`src/rtl/regfile_pkg.sv`:
```
// Shared types and helpers for the multi-port register file.
// No timing of its own; backpressure n/a.
package regfile_pkg;

    typedef enum logic {
        CLEAR = 1'b0,
        RUN   = 1'b1
    } state_e;

    function automatic int depth_of(input int aw);
        return 1 << aw;
    endfunction

    // Low bit of lane `lane` in a flattened bus of `width`-bit lanes.
    function automatic int lane_lo(input int lane, input int width);
        return lane * width;
    endfunction

endpackage

```
`src/rtl/regfile_rd_port.sv`:
```
// One read lane: zero-register check, port1/port0 bypass mux, array read.
// Latency 0 (combinational); backpressure none, forced to 0 while disabled.
import regfile_pkg::*;

module regfile_rd_port #(
    parameter int DW       = 32,
    parameter int AW       = 5,
    parameter int ZERO_REG = 1,
    parameter int BYPASS   = 1
) (
    input  logic          en,
    input  logic [AW-1:0] addr,
    input  logic          we0,
    input  logic [AW-1:0] wa0,
    input  logic [DW-1:0] wd0,
    input  logic          we1,
    input  logic [AW-1:0] wa1,
    input  logic [DW-1:0] wd1,
    input  logic [DW-1:0] arr_dat,
    output logic [DW-1:0] dat
);

    always_comb begin
        dat = arr_dat;
        if (!en) begin
            dat = '0;
        end else if (ZERO_REG != 0 && addr == '0) begin
            dat = '0;
        end else if (BYPASS != 0 && we1 && wa1 == addr) begin
            dat = wd1;
        end else if (BYPASS != 0 && we0 && wa0 == addr) begin
            dat = wd0;
        end
    end

endmodule

```
`src/rtl/regfile_mp.sv`:
```
// Multi-port register file: NR read lanes, two prioritised write ports, post-reset clear sweep.
// Reads 0 cycles, writes 1 edge; backpressure: writes ignored until ready (DEPTH edges after reset).
import regfile_pkg::*;

module regfile_mp #(
    parameter int DW       = 32,
    parameter int AW       = 5,
    parameter int NR       = 3,
    parameter int ZERO_REG = 1,
    parameter int BYPASS   = 1
) (
    input  logic             clk,
    input  logic             rst,
    input  logic [NR*AW-1:0] ra,
    output logic [NR*DW-1:0] rd,
    input  logic             we0,
    input  logic [AW-1:0]    wa0,
    input  logic [DW-1:0]    wd0,
    input  logic             we1,
    input  logic [AW-1:0]    wa1,
    input  logic [DW-1:0]    wd1,
    output logic             ready
);

    localparam int DEPTH = depth_of(AW);

    logic [DW-1:0] mem [DEPTH];
    state_e        state, state_nxt;
    logic [AW-1:0] ptr, ptr_nxt;
    logic          wr0, wr1;
    logic          rd_en;

    always_ff @(posedge clk) begin
        if (rst) begin
            state <= CLEAR;
            ptr   <= '0;
        end else begin
            state <= state_nxt;
            ptr   <= ptr_nxt;
        end
    end

    always_comb begin
        state_nxt = state;
        ptr_nxt   = ptr;
        case (state)
            CLEAR: begin
                ptr_nxt = ptr + 1'b1;
                if (ptr == AW'(DEPTH - 1)) state_nxt = RUN;
            end
            RUN:   state_nxt = RUN;
            default: state_nxt = CLEAR;
        endcase
    end

    always_comb begin
        ready = (state == RUN);
        rd_en = ready && !rst;
    end

    // Port 1 wins an address clash; port 0's write is suppressed outright.
    always_comb begin
        wr1 = we1 && !(ZERO_REG != 0 && wa1 == '0);
        wr0 = we0 && !(ZERO_REG != 0 && wa0 == '0) && !(we1 && wa1 == wa0);
    end

    always_ff @(posedge clk) begin
        if (!rst) begin
            if (state == CLEAR) begin
                mem[ptr] <= '0;
            end else begin
                if (wr0) mem[wa0] <= wd0;
                if (wr1) mem[wa1] <= wd1;
            end
        end
    end

    for (genvar g = 0; g < NR; g++) begin : g_rd
        logic [AW-1:0] addr;
        assign addr = ra[lane_lo(g, AW) +: AW];

        regfile_rd_port #(
            .DW       (DW),
            .AW       (AW),
            .ZERO_REG (ZERO_REG),
            .BYPASS   (BYPASS)
        ) u_port (
            .en      (rd_en),
            .addr    (addr),
            .we0     (we0),
            .wa0     (wa0),
            .wd0     (wd0),
            .we1     (we1),
            .wa1     (wa1),
            .wd1     (wd1),
            .arr_dat (mem[addr]),
            .dat     (rd[lane_lo(g, DW) +: DW])
        );
    end

endmodule

```
`config.mk`:
```
export PLATFORM = sky130hd
export DESIGN_NAME = regfile_mp
export DESIGN_NICKNAME = d
export VERILOG_FILES = /design/src/rtl/regfile_pkg.sv /design/src/rtl/regfile_rd_port.sv /design/src/rtl/regfile_mp.sv
export SDC_FILE = /design/constraint.sdc
export NUM_CORES = 2
export LEC_CHECK = 0
export CAP_MARGIN = 20
export CORE_ASPECT_RATIO = 0.6
export CORE_MARGIN = 5
export CORE_UTILIZATION = 55
export CTS_BUF_LIST = sky130_fd_sc_hd__clkbuf_2
export DETAILED_ROUTE_END_ITERATION = 7
export DONT_BUFFER_PORTS = 1
export PLACE_DENSITY_LB_ADDON = 0.2
export SYNTH_ARGS = -nofsm -noshare
export SYNTH_HDL_FRONTEND = slang
export SYNTH_SLANG_ARGS = --single-unit
export TNS_END_PERCENT = 1
```
`constraint.sdc`:
```
create_clock -name clk -period 4.8 [get_ports clk]
set_input_delay 0.96 -clock clk [delete_from_list [all_inputs] [get_ports clk]]
set_output_delay 0.96 -clock clk [all_outputs]
set_load 0.03 [all_outputs]
```
# Yosys cells after proc, flatten, opt, wreduce, memory -nomap -nowiden

Memory sizes are Yosys's and may differ from the RTL's.
Cells that the tools add are included.

Memories kept: 1
Word-level logic and storage cells: 62
Output and inout port bits: 97
Bits in writable memories: 1,024
Bits of input ports: 93
Register bits: 6

Memory list:

| name | depth | width | read ports | clocked after memory_dff | wr ports | RTL line         | RTL |
|---|---|---|---|---|---|---|---|
| mem  | 32    | 32    | 3          | 0                        | 2        | regfile_mp.sv:27 | `logic [DW-1:0] mem [DEPTH];` |

Reductions and logical operators: 21
Bitwise operators: 1
$add $sub $neg: 1
Mux-type cells: 28
Eq/ne operators: 8

Operator list:

| cell                | count |
|---|---|
| $mux 32             | 13 |
| $eq 5x5->1          | 7 |
| $reduce_or 32->1    | 1 |
| $logic_not 5->1     | 5 |
| $mux 1              | 13 |
| $logic_and 1x1->1   | 11 |
| $add 5x1->5 const B | 1 |
| $eq 5x5->1 const B  | 1 |
| $mux 5              | 1 |
| $logic_not 1->1     | 4 |
| $pmux 1 s2          | 1 |
| $not 1->1           | 1 |

# Longest topological paths before layout

Depth after elaboration: 10
Mapped depth: 9

# By module

A second synthesis with hierarchy kept.

Cell total of the unflattened synthesis: 7,581
Area, all modules: 73,301.6 sq um

Modules (own cells, without submodules):

| module          | cells an instance | sequential area each (sq um) | area an instance (sq um) | times used |
|---|---|---|---|---|
| regfile_mp      | 7,053             | 30,869.6                     | 69,356.5                 | 1 |
| regfile_rd_port | 176               | 0.0                          | 1,315.0                  | 3 |

# Worst setup path before layout

No wires, ideal clock.

Kind: input to register
From: input wa0[1]
To: memory mem[20][0], enable pin
Required time: 4,372 ps
Slack: 397 ps
Stages: 8
Arrival: 3,975 ps
Path through: buf_4 > inv_1 > and3_1 > a311oi_4 > buf_6 > buf_6 > mux2_4 > o21bai_1

RTL lines:

| element         | RTL line         | RTL |
|---|---|---|
| start, declared | regfile_mp.sv:17 | `input logic [AW-1:0] wa0,` |
| end, declared   | regfile_mp.sv:27 |  |

==> out/metrics.yaml <==
status: "finished with violations"
violations: "design-rule violations, max-slew violations, negative setup slack"
worst_pin_slew_ns: 1.552
dp.cells: 6873
period_minus_slack_ns: 4.848
path_buf_inv: 1
coreArea_um2: 121500
holdPathStages: 3
fin_crit_sh_pct: 101.0
path_max_fanout: 3
grt_pass1_vias: 52894
placed_area_um2: 69290
pin_count: 190
top_layer: "met5"
drive_above_1_share_pct: 26.90
critPathCaptureType: "output port"
dr_wl_met2_um: 110900
routabilityCongestion: 0.8824
ff2ff_path_depth: 11
powerDensity_nw_per_um2: 244.2
hpwlAfterDp_um: 146400
hp-start: "wd1[24]"
r2r_start: "ready"
fin_nets: 5750
ys.warnings.count: 0
cts_tree: "built"
maxSlewViolCount: 42
rsz0062_at_grt: "yes"
cpLargestDelayFamily: "compound AO/OA/AOI/OAI gates"
async_flop_share_pct: 0
grt_util_all_layers_pct: 41.93
min_to: "mem[12][24]"
place_ws_ns: 0.6598
numClockSinks: 1030
required_ns: 3.84
fp.dieW_um: 461.4
root_buffer: "clkbuf_2"
grt_pass1_wl_um: 384600
power_mw: 18.04
synth_area_leaders: "edfxtp_1 (46%), mux4_2 (26%), o21ai_0 (8.4%)"
cap_violations: 0
initial_utilization_pct: 55.34
vias: 56439
grt_max_degree: 261
dr.pass1.iters: 8
h-tree-depth: 4
multi_input_area_um2: 34040
relSlewSlack_pct: -3.450
syn-num-nets: 5866
avgSynthCellArea_um2: 11.65
hold_viol: 0
met1_length_um: 90910
stdcell_area_um2: 73880
port_buffers: 0
crit_type: "register to output port"
cts_max_path_buffers: 3
regArea_um2: 30870
holdWs_ns: 0.1138
fin_ws_ns: -0.04786
finalNonFillerCells: 7475
grt_overflow_total: 0
finalSetupViolations: 4
clkTransAtPathRegs_ns: 0.11
synth_seq_area_share_pct: 45.91
nFillCells: 9445
areaGrowthSynthToFinish_pct: 9.863
ant_nets: 0
netlist_area_um2: 67250
post-route-util_pct: 60.80
wl_per_cell_um: 36.82
vias_per_cell: 7.550
crit_path_max_incr_delay_ns: 0.49
mostFrequentLayoutCell: "nand2_1"
final_cell_mix: "nand2_1 (1257), o21ai_0 (1128), edfxtp_1 (1024)"
yosysTopAreaCell: "edfxtp_1"
synthDistinctLibCells: 48
drcViolationCount: 11
fmax_mhz: 206.3
skew_ns: 0.1566
drtIter0Drc: 11332
synth-edff-count: 1024
total_leakage_power_nw: 21.80
synth_seq_cells: 1030
cp_slowest_cell: "mux4_2"
wl_met3_um: 55630
numCtsBuffers: 240
chipHeight_um: 280.9
timing.rr.end: "mem[2][25]"
reg2reg_slack_ns: 0.49
antenna_found_initial: 14
dieArea_um2: 129600
tns_ns: -0.09338
finalWirelength_um: 275300
core.rowCount: 99
synth_top_area_share_pct: 45.73
cp.arrival_ns: 3.89
ys.flop_type: "edfxtp_1"
startpoint_type: "register"
worstSkewPairLatency_ns: 1.78
syn_inst: 5771
peakVddDrop_mv: 0.2761
hold_path_class: "primary input to register"
critical_path.cell_chain: "mux4_2 -> a22oi_1 -> nand2_1 -> o22ai_1 -> o21ai_0 -> buf_4"
flip-flops by register name (all words and copies together), names as in the netlist:
register / count
ready: 1
mem: 1024
ptr: 5
cells by family (layout without fill, tap and decap cells):
kind of cell	count (synthesis)	in the layout	share of synthesized area, %
adder cells (fa/ha/maj)	2	2	0.03721
XOR/XNOR	38	38	0.4949
AND/OR/NAND/NOR	1399	1399	8.166
buffers and inverters	812	884	4.877
other	0	16	0
flip-flops	1030	1030	45.91
AO/OA/AOI/OAI	1712	1712	14.63
multiplexers	778	778	25.89
synthesized netlist by cell type, types with 3 or more instances:
| master | n |
|---|---|
| o22ai_1 | 163 |
| o2bb2ai_1 | 32 |
| dfxtp_1 | 6 |
| inv_1 | 38 |
| o21ai_1 | 21 |
| mux4_2 | 768 |
| nor4_1 | 10 |
| nand3_1 | 6 |
| o21ai_0 | 1135 |
| buf_1 | 50 |
| nor3_1 | 25 |
| nor3b_1 | 5 |
| mux2i_1 | 8 |
| clkbuf_1 | 563 |
| and2_1 | 3 |
| buf_4 | 7 |
| nand2b_1 | 6 |
| edfxtp_1 | 1024 |
| xor2_1 | 22 |
| nor2_4 | 3 |
| nor2_1 | 52 |
| or4_1 | 4 |
| buf_2 | 152 |
| o21bai_1 | 29 |
| xnor2_1 | 16 |
| o31ai_1 | 4 |
| a22oi_1 | 320 |
| nor2b_1 | 8 |
| a31oi_1 | 3 |
| nand2_1 | 1259 |
per-layer routing:
metal  vias up  global-route usage (%)
met5         -                       0
met2      6022                   56.26
met1     27004                   55.00
li1      22285                       -
met4        14                   23.81
met3      1114                   21.30
timing repair:
item                                    4_1_cts  5_1_grt
hold buffers                                126        6
pin swaps                                     1        1
resized for setup                            31       23
endpoints found under the setup margin       96       56
buffers inserted                              6        3
cloned                                        0        1
endpoints found under the hold margin      1444      164
final cells by class:
type,instances,share of cell area (%)
clock inverters,92,0.7706
clock buffers,338,2.290
inverters,38,0.1931
flip-flops and latches,1030,41.78
diodes,16,0.05420
well taps,1616,2.737
multi-input cells,3929,46.07
repair buffers,416,6.100
power by group:
part / internal (mW) / switching [mW] / leakage, nW
combinational: 0.891 / 1.07 / 12.0
clock: 2.31 / 3.93 / 1.67
sequential: 9.80 / 0.0471 / 8.11
total: 13.0 / 5.05 / 21.8
worst max-delay path by stage:
stage / start / to / slack (ns) / cells after the start
2_1_floorplan: wa0[1] / mem[20][0] / 0.40 / 8
5_1_grt: ready / rd[31] / -0.02 / 7
6_report: mem[2][18] / rd[18] / -0.05 / 6
3_3_place_gp: ra[10] / rd[93] / 0.70 / 6
3_5_place_dp: ra[10] / rd[72] / 0.66 / 6
4_1_cts: ready / rd[95] / -0.03 / 7
worst min-delay path, stage by stage:
cell and delay, ns:
dlygate4sd3_1 0.69, nand2_1 0.07, o21ai_0 0.08
No activity file was read; power rests on OpenSTA's default activity.
